**src/rtl/wb_spi_slave_if.sv**
```systemverilog
// Wishbone register-port bundle for wb_spi_slave.
// Signals: cyc_i/stb_i/we_i bus handshake, adr_i word address, dat_i write data,
// sel_i byte selects, ack_o single-cycle acknowledge, dat_o read data.
// The _i/_o affixes name direction as seen from the slave.
interface wb_spi_slave_if;
  logic        cyc_i;
  logic        stb_i;
  logic [1:0]  adr_i;
  logic        we_i;
  logic [31:0] dat_i;
  logic [3:0]  sel_i;
  logic        ack_o;
  logic [31:0] dat_o;

  modport master (
    output cyc_i, stb_i, adr_i, we_i, dat_i, sel_i,
    input  ack_o, dat_o
  );

  modport slave (
    input  cyc_i, stb_i, adr_i, we_i, dat_i, sel_i,
    output ack_o, dat_o
  );
endinterface

```
**src/rtl/wb_spi_slave.sv**
```systemverilog
// SPI mode-0 target with a Wishbone register port and byte-wide TX/RX FIFOs.
// An external master drives sck/ss/mosi; TX FIFO bytes are shifted out on miso
// MSB-first and completed mosi bytes are pushed into the RX FIFO.
// Ports:
//   clk_i, rst_ni   system clock, synchronous active-low reset
//   bus             Wishbone slave (DATA at adr_i[0]=0, STATUS/CTRL at adr_i[0]=1)
//   sck, ss, mosi   asynchronous SPI inputs (ss active low)
//   miso, miso_oe   SPI output and its enable (high while selected)
// Registers (byte lane [31:24]):
//   DATA   write pushes TX FIFO, read pops RX FIFO (first-word fall-through)
//   STATUS {3'b0, ss_act, tx_udr, rx_ovf, tx_full, rx_empty}
//   CTRL   bit 26 clears rx_ovf, bit 27 clears tx_udr
// FIFO_DEPTH must be a power of two so the pointers wrap naturally.
module wb_spi_slave #(
  parameter int         FIFO_DEPTH = 64,
  parameter logic [7:0] FILL_BYTE  = 8'hFF
) (
  input  logic            clk_i,
  input  logic            rst_ni,
  wb_spi_slave_if.slave   bus,
  input  logic            sck,
  input  logic            ss,
  input  logic            mosi,
  output logic            miso,
  output logic            miso_oe
);

  localparam int AW = $clog2(FIFO_DEPTH);
  localparam int CW = AW + 1;

  typedef enum logic [0:0] {
    ST_IDLE   = 1'b0,
    ST_ACTIVE = 1'b1
  } state_e;

  // Synchronizers: bit 0/1 are the 2-FF synchronizer, bit 2 is the edge-detect stage.
  logic [2:0]    sck_sync_r;
  logic [2:0]    ss_sync_r;
  logic [2:0]    mosi_sync_r;
  logic [1:0]    vld_r;
  logic          armed_r;

  logic          sck_rise_s, sck_fall_s, ss_rise_s, ss_fall_s, mosi_s;

  state_e        state_r;
  logic [7:0]    sh_tx_r;
  logic [7:0]    sh_rx_r;
  logic [2:0]    bit_cnt_r;
  logic          load_pend_r;
  logic          miso_oe_r;

  logic          tx_load_s, rx_done_s;
  logic [7:0]    tx_next_s, rx_byte_s;

  logic [7:0]    tx_mem [FIFO_DEPTH];
  logic [7:0]    rx_mem [FIFO_DEPTH];
  logic [AW-1:0] tx_wr_ptr_r, tx_rd_ptr_r, rx_wr_ptr_r, rx_rd_ptr_r;
  logic [CW-1:0] tx_cnt_r, rx_cnt_r;
  logic          tx_empty_s, tx_full_s, rx_empty_s, rx_full_s;
  logic          tx_push_s, tx_pop_s, rx_push_s, rx_pop_s;

  logic          ack_r;
  logic [31:0]   dat_r;
  logic          rx_pop_ok_r;
  logic          bus_ack_s, wr_data_s, rd_data_s, wr_ctrl_s;
  logic [7:0]    status_s;
  logic          rx_ovf_r, tx_udr_r;
  logic          unused_s;

  assign sck_rise_s =  sck_sync_r[1] & ~sck_sync_r[2];
  assign sck_fall_s = ~sck_sync_r[1] &  sck_sync_r[2];
  assign ss_rise_s  =  ss_sync_r[1]  & ~ss_sync_r[2];
  assign ss_fall_s  = ~ss_sync_r[1]  &  ss_sync_r[2];
  assign mosi_s     =  mosi_sync_r[1];

  assign tx_empty_s = (tx_cnt_r == CW'(0));
  assign tx_full_s  = (tx_cnt_r == CW'(FIFO_DEPTH));
  assign rx_empty_s = (rx_cnt_r == CW'(0));
  assign rx_full_s  = (rx_cnt_r == CW'(FIFO_DEPTH));

  // Bus side effects only happen in the acknowledge cycle.
  assign bus_ack_s = ack_r & bus.stb_i;
  assign wr_data_s = bus_ack_s &  bus.we_i & ~bus.adr_i[0];
  assign rd_data_s = bus_ack_s & ~bus.we_i & ~bus.adr_i[0];
  assign wr_ctrl_s = bus_ack_s &  bus.we_i &  bus.adr_i[0];

  assign tx_push_s = wr_data_s & ~tx_full_s;
  assign tx_pop_s  = tx_load_s & ~tx_empty_s;
  assign rx_push_s = rx_done_s & ~rx_full_s;
  assign rx_pop_s  = rd_data_s & rx_pop_ok_r;

  assign status_s = {3'b000, (state_r == ST_ACTIVE), tx_udr_r, rx_ovf_r, tx_full_s, rx_empty_s};

  assign bus.ack_o = ack_r;
  assign bus.dat_o = dat_r;
  assign miso      = sh_tx_r[7];
  assign miso_oe   = miso_oe_r;

  assign unused_s = ^{bus.cyc_i, bus.sel_i, bus.adr_i[1], bus.dat_i[23:0]};

  // Input synchronizers plus the arm flag that blocks a start until ss has been seen high after reset.
  always_ff @(posedge clk_i) begin
    if (!rst_ni) begin
      sck_sync_r  <= 3'b000;
      ss_sync_r   <= 3'b111;
      mosi_sync_r <= 3'b000;
      vld_r       <= 2'd0;
      armed_r     <= 1'b0;
    end else begin
      sck_sync_r  <= {sck_sync_r[1:0], sck};
      ss_sync_r   <= {ss_sync_r[1:0], ss};
      mosi_sync_r <= {mosi_sync_r[1:0], mosi};
      // vld_r reaching 3 means the synchronizer holds real samples, not reset values.
      vld_r       <= (vld_r == 2'd3) ? vld_r : vld_r + 2'd1;
      armed_r     <= armed_r | ((vld_r == 2'd3) & ss_sync_r[1]);
    end
  end

  // Per-cycle SPI events: when to fetch a TX byte and when an RX byte completes.
  always_comb begin
    tx_load_s = 1'b0;
    rx_done_s = 1'b0;
    rx_byte_s = {sh_rx_r[6:0], mosi_s};
    tx_next_s = tx_empty_s ? FILL_BYTE : tx_mem[tx_rd_ptr_r];
    case (state_r)
      ST_IDLE: begin
        tx_load_s = ss_fall_s & armed_r;
      end
      ST_ACTIVE: begin
        // ss rising suppresses any same-cycle sck action.
        tx_load_s = ~ss_rise_s & sck_fall_s & load_pend_r;
        rx_done_s = ~ss_rise_s & sck_rise_s & (bit_cnt_r == 3'd7);
      end
      default: begin
        tx_load_s = 1'b0;
        rx_done_s = 1'b0;
      end
    endcase
  end

  // SPI transfer state machine; miso is sh_tx_r[7] straight from this register.
  always_ff @(posedge clk_i) begin
    if (!rst_ni) begin
      state_r     <= ST_IDLE;
      sh_tx_r     <= 8'hFF;
      sh_rx_r     <= 8'h00;
      bit_cnt_r   <= 3'd0;
      load_pend_r <= 1'b0;
      miso_oe_r   <= 1'b0;
    end else begin
      case (state_r)
        ST_IDLE: begin
          if (tx_load_s) begin
            state_r     <= ST_ACTIVE;
            sh_tx_r     <= tx_next_s;
            sh_rx_r     <= 8'h00;
            bit_cnt_r   <= 3'd0;
            load_pend_r <= 1'b0;
            miso_oe_r   <= 1'b1;
          end
        end
        ST_ACTIVE: begin
          if (ss_rise_s) begin
            // Partial RX byte and any loaded TX byte are simply dropped.
            state_r     <= ST_IDLE;
            sh_tx_r     <= 8'hFF;
            bit_cnt_r   <= 3'd0;
            load_pend_r <= 1'b0;
            miso_oe_r   <= 1'b0;
          end else if (sck_rise_s) begin
            sh_rx_r <= rx_byte_s;
            if (bit_cnt_r == 3'd7) begin
              bit_cnt_r   <= 3'd0;
              load_pend_r <= 1'b1;
            end else begin
              bit_cnt_r <= bit_cnt_r + 3'd1;
            end
          end else if (sck_fall_s) begin
            if (load_pend_r) begin
              sh_tx_r     <= tx_next_s;
              load_pend_r <= 1'b0;
            end else begin
              sh_tx_r <= {sh_tx_r[6:0], 1'b0};
            end
          end
        end
        default: begin
          state_r <= ST_IDLE;
        end
      endcase
    end
  end

  // Wishbone acknowledge and read data, captured in the request cycle so dat_o is valid during ack.
  always_ff @(posedge clk_i) begin
    if (!rst_ni) begin
      ack_r       <= 1'b0;
      dat_r       <= 32'h0000_0000;
      rx_pop_ok_r <= 1'b0;
    end else begin
      ack_r <= bus.stb_i & ~ack_r;
      if (bus.stb_i & ~ack_r) begin
        dat_r       <= {(bus.adr_i[0] ? status_s : rx_mem[rx_rd_ptr_r]), 24'h00_0000};
        // Only the bus pops RX, so non-empty now means non-empty at ack.
        rx_pop_ok_r <= ~bus.we_i & ~bus.adr_i[0] & ~rx_empty_s;
      end
    end
  end

  // Sticky error flags; a same-cycle set beats a CTRL clear.
  always_ff @(posedge clk_i) begin
    if (!rst_ni) begin
      rx_ovf_r <= 1'b0;
      tx_udr_r <= 1'b0;
    end else begin
      rx_ovf_r <= (rx_done_s & rx_full_s)  | (rx_ovf_r & ~(wr_ctrl_s & bus.dat_i[26]));
      tx_udr_r <= (tx_load_s & tx_empty_s) | (tx_udr_r & ~(wr_ctrl_s & bus.dat_i[27]));
    end
  end

  // FIFO storage writes; contents need no reset because the counts gate every read.
  always_ff @(posedge clk_i) begin
    if (tx_push_s) begin
      tx_mem[tx_wr_ptr_r] <= bus.dat_i[31:24];
    end
    if (rx_push_s) begin
      rx_mem[rx_wr_ptr_r] <= rx_byte_s;
    end
  end

  // FIFO pointers and occupancy; push and pop in one cycle are both honoured.
  always_ff @(posedge clk_i) begin
    if (!rst_ni) begin
      tx_wr_ptr_r <= '0;
      tx_rd_ptr_r <= '0;
      tx_cnt_r    <= '0;
      rx_wr_ptr_r <= '0;
      rx_rd_ptr_r <= '0;
      rx_cnt_r    <= '0;
    end else begin
      if (tx_push_s) tx_wr_ptr_r <= tx_wr_ptr_r + AW'(1);
      if (tx_pop_s)  tx_rd_ptr_r <= tx_rd_ptr_r + AW'(1);
      if (rx_push_s) rx_wr_ptr_r <= rx_wr_ptr_r + AW'(1);
      if (rx_pop_s)  rx_rd_ptr_r <= rx_rd_ptr_r + AW'(1);
      tx_cnt_r <= tx_cnt_r + CW'(tx_push_s) - CW'(tx_pop_s);
      rx_cnt_r <= rx_cnt_r + CW'(rx_push_s) - CW'(rx_pop_s);
    end
  end

endmodule
```
**src/flat_wrapper.sv**
```systemverilog
// flat-port wrapper written by rule: the top's interface ports become plain ports
module wb_spi_slave_flat 
#(
  parameter int         FIFO_DEPTH = 64,
  parameter logic [7:0] FILL_BYTE  = 8'hFF
)
  (clk_i, rst_ni, sck, ss, mosi, miso, miso_oe, bus_cyc_i, bus_stb_i, bus_adr_i, bus_we_i, bus_dat_i, bus_sel_i, bus_ack_o, bus_dat_o);
  wb_spi_slave_if bus_i ();
  input  logic clk_i;
  input  logic rst_ni;
  input  logic sck;
  input  logic ss;
  input  logic mosi;
  output logic miso;
  output logic miso_oe;
  input wire logic [$bits(bus_i.cyc_i)-1:0] bus_cyc_i;
  input wire logic [$bits(bus_i.stb_i)-1:0] bus_stb_i;
  input wire logic [$bits(bus_i.adr_i)-1:0] bus_adr_i;
  input wire logic [$bits(bus_i.we_i)-1:0] bus_we_i;
  input wire logic [$bits(bus_i.dat_i)-1:0] bus_dat_i;
  input wire logic [$bits(bus_i.sel_i)-1:0] bus_sel_i;
  output wire logic [$bits(bus_i.ack_o)-1:0] bus_ack_o;
  output wire logic [$bits(bus_i.dat_o)-1:0] bus_dat_o;
  assign bus_i.cyc_i = bus_cyc_i;
  assign bus_i.stb_i = bus_stb_i;
  assign bus_i.adr_i = bus_adr_i;
  assign bus_i.we_i = bus_we_i;
  assign bus_i.dat_i = bus_dat_i;
  assign bus_i.sel_i = bus_sel_i;
  assign bus_ack_o = bus_i.ack_o;
  assign bus_dat_o = bus_i.dat_o;
  wb_spi_slave #(.FIFO_DEPTH(FIFO_DEPTH), .FILL_BYTE(FILL_BYTE)) u_core (.clk_i(clk_i), .rst_ni(rst_ni), .bus(bus_i), .sck(sck), .ss(ss), .mosi(mosi), .miso(miso), .miso_oe(miso_oe));
endmodule
```
**config.mk**
```make
export PLATFORM = sky130hd
export DESIGN_NAME = wb_spi_slave_flat
export DESIGN_NICKNAME = d
export VERILOG_FILES = /design/src/rtl/wb_spi_slave_if.sv /design/src/rtl/wb_spi_slave.sv /design/src/flat_wrapper.sv
export SDC_FILE = /design/constraint.sdc
export NUM_CORES = 1
export LEC_CHECK = 0
export CORE_MARGIN = 4
export CORE_UTILIZATION = 44
export CTS_CLUSTER_SIZE = 14
export DETAILED_ROUTE_END_ITERATION = 10
export DONT_BUFFER_PORTS = 1
export HOLD_SLACK_MARGIN = 0.08
export PLACE_DENSITY = 0.68
export SYNTH_ARGS = -nofsm -noshare
export SYNTH_HDL_FRONTEND = slang
export SYNTH_SLANG_ARGS = --single-unit
```
**constraint.sdc**
```tcl
create_clock -name clk_i -period 4.93 [get_ports clk_i]
set_input_delay 1.479 -clock clk_i [delete_from_list [all_inputs] [get_ports clk_i]]
set_output_delay 1.479 -clock clk_i [all_outputs]
set_load 0.02 [all_outputs]
```
## Yosys cells after proc, flatten, opt, wreduce, memory -nomap -nowiden

Memory sizes are Yosys's and may differ from the RTL's. A register that Yosys moved wholly into a read port is not among the register bits.
Cells that the tools add are included.

| storage, ports and cells | value |
|---|---|
| bits in registers | 82 |
| bits of input ports | 46 |
| output and inout bits | 35 |
| word-level logic and storage cells | 140 |
| bits in writable memories | 1024 |
| memories | 2 |

Memory list:

| memory | depth | bits a word | rd ports | clocked after Yosys merged registers in | write ports | RTL line | RTL |
|---|---|---|---|---|---|---|---|
| u_core.rx_mem | 64 | 8 | 1 | 1 | 1 | wb_spi_slave.sv:56 | `logic [7:0] rx_mem [FIFO_DEPTH];` |
| u_core.tx_mem | 64 | 8 | 1 | 1 | 1 | wb_spi_slave.sv:55 | `logic [7:0] tx_mem [FIFO_DEPTH];` |

| operators by class | value |
|---|---|
| reduce and logical (&&, ||, !) cells | 7 |
| equal/unequal tests | 13 |
| bitwise operators | 47 |
| add/sub/neg operators | 10 |
| muxes and demuxes | 39 |

Operators by type and width:

| kind | count |
|---|---|
| 8-bit two-way mux | 7 |
| 1-bit bitwise AND | 29 |
| 6-bit by 1-bit adder with 6-bit output, second input constant | 4 |
| 6-bit two-way mux | 4 |
| 7-bit two-way mux | 3 |
| 8-bit case mux with 2 select lines | 1 |
| 1-bit NOT | 15 |
| 7-bit by 1-bit adder with 7-bit output | 2 |
| 7-bit == test, second input constant | 2 |
| 7-bit zero test | 2 |
| 1-bit two-way mux | 14 |
| 7-bit case mux with 2 select lines | 1 |
| 7-bit by 1-bit subtractor with 7-bit output | 2 |
| 3-bit two-way mux | 4 |
| 3-bit AND reduction | 3 |
| 1-bit case mux with 2 select lines | 4 |
| 2-bit by 1-bit inequality test with 1-bit output, second input constant | 3 |
| 3-bit by 1-bit inequality test with 1-bit output, second input constant | 2 |
| 3-bit case mux with 2 select lines | 1 |
| 4-bit by 1-bit inequality test with 1-bit output, second input constant | 1 |
| 4-bit inequality test, second input constant | 1 |
| 2-bit AND reduction | 2 |
| 3-bit by 1-bit adder with 3-bit output, second input constant | 1 |
| 3-bit == test, second input constant | 1 |
| 5 further kinds | 7 |

## Depth between registers and ports, before layout

| logic depth | value |
|---|---|
| depth after elaboration | 9 |
| gate-level depth with buffers | 15 |
| gate-level depth less buffers | 15 |

## Least setup slack after synthesis

No wires, ideal clock.

| timing | value |
|---|---|
| path type | input to register |
| start | in bus_adr_i[0] |
| end | reg u_core.rx_cnt_r[6] |
| data required time | 4.798 ns |
| slack | 0.997 ns |
| arrival | 3.801 ns |
| cell stages on the path | 15 |
| library setup time | 0.132 ns |
| buffers on the path | 2 |
| path through | clkbuf_1 nor2_1 and3_1 clkbuf_1 ha_1 inv_1 ha_1 inv_1 fa_1 nand2b_1 a21oi_1 o21ai_0 a21oi_1 or3_1 a21oi_1 |

| between the ends | value |
|---|---|
| word-level cells in the longest chain between the ends | 4 |

RTL lines:

| what | RTL line | RTL |
|---|---|---|
| from (decl) | flat_wrapper.sv:18 | `input wire logic [$bits(bus_i.adr_i)-1:0] bus_adr_i;` |
| 1-bit NOT | wb_spi_slave.sv:84 | `assign rd_data_s = bus_ack_s & ~bus.we_i & ~bus.adr_i[0];` |
| 1-bit bitwise AND | wb_spi_slave.sv:84 |  |
| 1-bit bitwise AND | wb_spi_slave.sv:90 | `assign rx_pop_s = rd_data_s & rx_pop_ok_r;` |
| 7-bit by 1-bit subtractor with 7-bit output | wb_spi_slave.sv:246 | `rx_cnt_r <= rx_cnt_r + CW'(rx_push_s) - CW'(rx_pop_s);` |
| to (signal assigned) | wb_spi_slave.sv:246 |  |
| to (decl) | wb_spi_slave.sv:58 | `logic [CW-1:0] tx_cnt_r, rx_cnt_r;` |

Every way passes these cells.
A chain may end at the register's enable or synchronous reset.

## Worst setup path in the final report

| timing | value |
|---|---|
| start | reg u_core.ss_sync_r[1] |
| end | mem u_core.rx_mem[48][6] (enable) |

| between the ends | value |
|---|---|
| word-level cells in the longest chain between the ends | 8 |

RTL lines:

| what | RTL line | RTL |
|---|---|---|
| from (decl) | wb_spi_slave.sv:38 | `logic [2:0] ss_sync_r;` |
| from (signal assigned) | wb_spi_slave.sv:111 | `ss_sync_r <= {ss_sync_r[1:0], ss};` |
| 1-bit bitwise AND | wb_spi_slave.sv:72 | `assign ss_rise_s = ss_sync_r[1] & ~ss_sync_r[2];` |
| 1-bit NOT | wb_spi_slave.sv:132 | `rx_done_s = ~ss_rise_s & sck_rise_s & (bit_cnt_r == 3'd7);` |
| 1-bit bitwise AND (2 in series) | wb_spi_slave.sv:132 |  |
| 1-bit two-way mux | wb_spi_slave.sv:125 | `case (state_r)` |
| 1-bit bitwise AND | wb_spi_slave.sv:89 | `assign rx_push_s = rx_done_s & ~rx_full_s;` |
| 1-bit two-way mux | wb_spi_slave.sv:226 | `if (rx_push_s) begin` |
| 1-bit two-way mux (not written as such) | wb_spi_slave.sv:227 | `rx_mem[rx_wr_ptr_r] <= rx_byte_s;` |
| to (decl) | wb_spi_slave.sv:56 |  |

Every way passes these cells.

==> impl_metrics.csv <==
group,metric,value,unit
global_route,antenna_found_initial,1,
timing,max_clock_freq,0.270,GHz
timing,slew-limit-headroom,12.7,%
placed_design,gp_congestion,0.863,
detailed_routing,drt_iter0_markers,2548,
clock_network,root_buffer,"clkbuf_16",
global_route,gr-total-overflow,0,
clock_network,cts-resized-gates,0,
logic_synthesis,ys_seq_area_share,74.0,%
setup_path,startpoint_type,"register",
worst_hold_path,worstHoldPathCells,1,
clock_network,cts_sinks,1118,
floorplan,coreArea,98900,µm²
timing,worstMarginPinSlew,1.31,ns
global_route,grt_start_max_net_pins,67,
floorplan,die_h,325,µm
setup_path,startpoint,"u_core.ss_sync_r[1]",
logic_synthesis,synth_top_cell_area_share,69.7,%
global_route,track_usage,18.1,%
clock_network,post_cts_buffers,0,
clock_network,cts_tree,"done",
timing,finalCritPeriodShare,75.2,%
timing,layout_min_cycle_time,3.71,ns
detailed_routing,ant_nets,0,
power,p_leak,15.1,nW
finish,syn2layout_area_growth,11.3,%
setup_path,worst_path_max_delay_cell,"nor2_1",
clock_network,ctsHoldBuffers,0,
setup_path,reg2reg_depth,6,
worst_hold_path,min_path_type,"register to register",
clock_network,cts_buffers,108,
finish,final.fill_count,7772,
floorplan,die_width,325,µm
setup_path,r2r_end,"u_core.rx_mem[48][6]",
logic_synthesis,synth_seq_cells,1118,
placed_design,portBuffers,0,
timing,setup_viol,0,
placed_design,hpwl,58.2,mm
finish,layout_common_cells,"edfxtp_1, mux4_2, nor2_1, clkbuf_16, mux2i_1",
setup_path,critPathCaptureType,"register",
status,outcome,"finished, final reports clean",
setup_path,path_common_cell,"and3_1",
detailed_routing,drt-pass1-iter-count,7,
timing,maxSlewViolCount,0,
detailed_routing,wl,96.6,mm
clock_network,clk_path_buf_depth,3,
setup_path,crit_required,5.23,ns
timing,finClkSkew,0.0345,ns
power,vdd_drop_max,0.000318,V
setup_path,max_stage_delay,1.00,ns
finish,final_nets,2423,
setup_path,worstPathMaxFanout,12,
setup_path,worstPathArrival,4.00,ns
setup_path,crit_type,"register to register",
finish,layout_commonest_cell,"edfxtp_1",
logic_synthesis,synth_edf_count,1024,
flow_run,maxCapViolCount,0,
global_route,grt_pass1_vias,22300,
clock_network,clk_latency,0.69,ns
floorplan,rows,115,
detailed_routing,drc,0,
global_route,grt_first_pass_wirelength,145,mm
logic_synthesis,synth_area_leaders,"edfxtp_1, mux4_2, dfxtp_1",
finish,drive_gt1_share,20.7,%
worst_hold_path,hold_end,"u_core.mosi_sync_r[1]",
logic_synthesis,synthArstFlopShare,0,%
detailed_routing,vias_per_cell,5.88,
logic_synthesis,ys.warnings.count,0,
floorplan,initial_utilization,44.6,%
detailed_routing,via_count,21900,
logic_synthesis,syn_inst,2296,
setup_path,r2r_start,"u_core.ss_sync_r[1]",
power,pwr_density_cell,383,nW/µm²
clock_network,clk_pin_slew,0.06,ns
floorplan,dieArea,105000,µm²
logic_synthesis,avgSynthCellArea,19.2,µm²
logic_synthesis,synth_cell_types,58,
logic_synthesis,synth_area_leader_cell,"edfxtp_1",
clock_network,htreeDepth,3,
setup_path,cp.buffers_inverters,0,
logic_synthesis,syn_area,44100,µm²
setup_path,crit_family,"simple AND/OR/NAND/NOR gates",
setup_path,rrSetupSlack,1.22,ns
worst_hold_path,hp-start,"u_core.mosi_sync_r[0]",
detailed_routing,wl_per_cell,25.9,µm
logic_synthesis,synth_ff_type,"edfxtp_1",
setup_path,path_cells,"nand2b_1, and3_1, and3_1, nor2b_1, nand2_1, nor2_1",
floorplan,io_pins,81,
finish,final_cells,3730,
placed_design,dp_cells,3525,
timing,rsz0062_at_grt,"false",
timing,hold_viol,0,
timing,tns,0,ns
==> sequential cells by signal (all words and copies together) (netlist names), named ones only <==
signal	flops
u_core.bus.ack_o	1
u_core.armed_r	1
u_core.rx_ovf_r	1
u_core.bus.dat_o	8
u_core.miso_oe	1
u_core.rx_rd_ptr_r	6
u_core.vld_r	2
u_core.tx_rd_ptr_r	6
u_core.rx_mem	512
u_core.sh_tx_r	8
u_core.rx_cnt_r	7
u_core.sck_sync_r	3
u_core.ss_sync_r	3
u_core.tx_wr_ptr_r	6
u_core.rx_pop_ok_r	1
u_core.tx_cnt_r	7
u_core.bit_cnt_r	3
u_core.rx_wr_ptr_r	6
u_core.sh_rx_r	7
u_core.tx_mem	512
u_core.mosi_sync_r	2
u_core.state_r	1
u_core.load_pend_r	1
u_core.tx_udr_r	1
==> cells in the mapped netlist, types with 7 or more instances <==
library cell	n
a211oi_1	21
a21oi_1	36
a22oi_1	34
a32oi_1	7
and2_1	14
and3_1	8
buf_1	14
buf_2	35
buf_4	51
buf_6	8
clkbuf_1	33
dfxtp_1	94
edfxtp_1	1024
ha_1	27
inv_1	24
mux2_2	7
mux2i_1	108
mux4_2	252
nand2_1	64
nand2b_1	10
nand3_1	28
nand4_1	13
nor2_1	199
nor2b_1	31
nor3_1	9
o2111ai_1	11
o21ai_0	32
xnor2_1	13
xor2_1	15
==> layer usage <==
metal  vias to the layer above  share of wire [%]  track usage [%]
li1                       9328                  -                -
met5                         -                  0                0
met3                       180                9.2             5.16
met1                     11500                 41             25.2
met4                         0                2.8             5.46
met2                       948                 47             28.2
==> power breakdown <==
| part | internal (W) | total (W) | switching, W |
|---|---|---|---|
| combinational | 0.000119 | 0.000294 | 0.000175 |
| clock | 0.00468 | 0.00820 | 0.00352 |
| sequential | 0.0103 | 0.0103 | 0.0000396 |
==> logic make-up (layout without fill, tap and decap cells) <==
group / count (synthesis) / after routing / share of synthesized area (%)
compound gates: 177 / 177 / 2.74
xor+xnor: 28 / 28 / 0.556
fa+ha+maj: 29 / 29 / 0.857
buf+inv: 168 / 291 / 2.10
flops: 1118 / 1118 / 74.0
mux: 367 / 367 / 15.5
other cells: 1 / 25 / 0.00850
simple gates: 408 / 408 / 4.26
==> worst max-delay path by stage <==
stage / slack, ns / cells past startpoint / to
2_1_floorplan: 1.0 / 15 / u_core.rx_cnt_r[6]
3_3_place_gp: 0.99 / 13 / u_core.rx_cnt_r[6]
3_5_place_dp: 0.90 / 6 / u_core.tx_mem[50][7]
4_1_cts: 1.23 / 15 / u_core.tx_cnt_r[6]
5_1_grt: 0.96 / 15 / u_core.tx_cnt_r[6]
6_report: 1.22 / 6 / u_core.rx_mem[48][6]
==> layout make-up <==
| type | instances | area [µm²] | area share (%) |
|---|---|---|---|
| Antenna cell | 1 | 2.50 | 0.00510 |
| Clock inverter | 73 | 694 | 1.41 |
| Timing Repair Buffer | 60 | 526 | 1.07 |
| Inverter | 27 | 101 | 0.206 |
| Multi-Input combinational cell | 1033 | 10600 | 21.7 |
| Sequential cell | 1118 | 32700 | 66.5 |
| Clock buffer | 131 | 2860 | 5.83 |
| Tap cell | 1287 | 1610 | 3.28 |
==> stage by stage <==
step / util (%) / hold slack, ns / power, W / cell area (µm²) / setup WS (ns)
floorplan: - / 0.386 / 0.0108 / 44200 / 0.997
global placement: 46.1 / 0.423 / 0.0108 / 45500 / 0.994
detailed placement: 46.1 / 0.422 / 0.0108 / 45500 / 0.895
CTS: 49.7 / 0.444 / 0.0190 / 49100 / 1.23
global route: 49.7 / 0.465 / 0.0195 / 49100 / 0.956
finish: 49.7 / 0.440 / 0.0188 / 49100 / 1.22
Power figures use the tool's default switching activity.
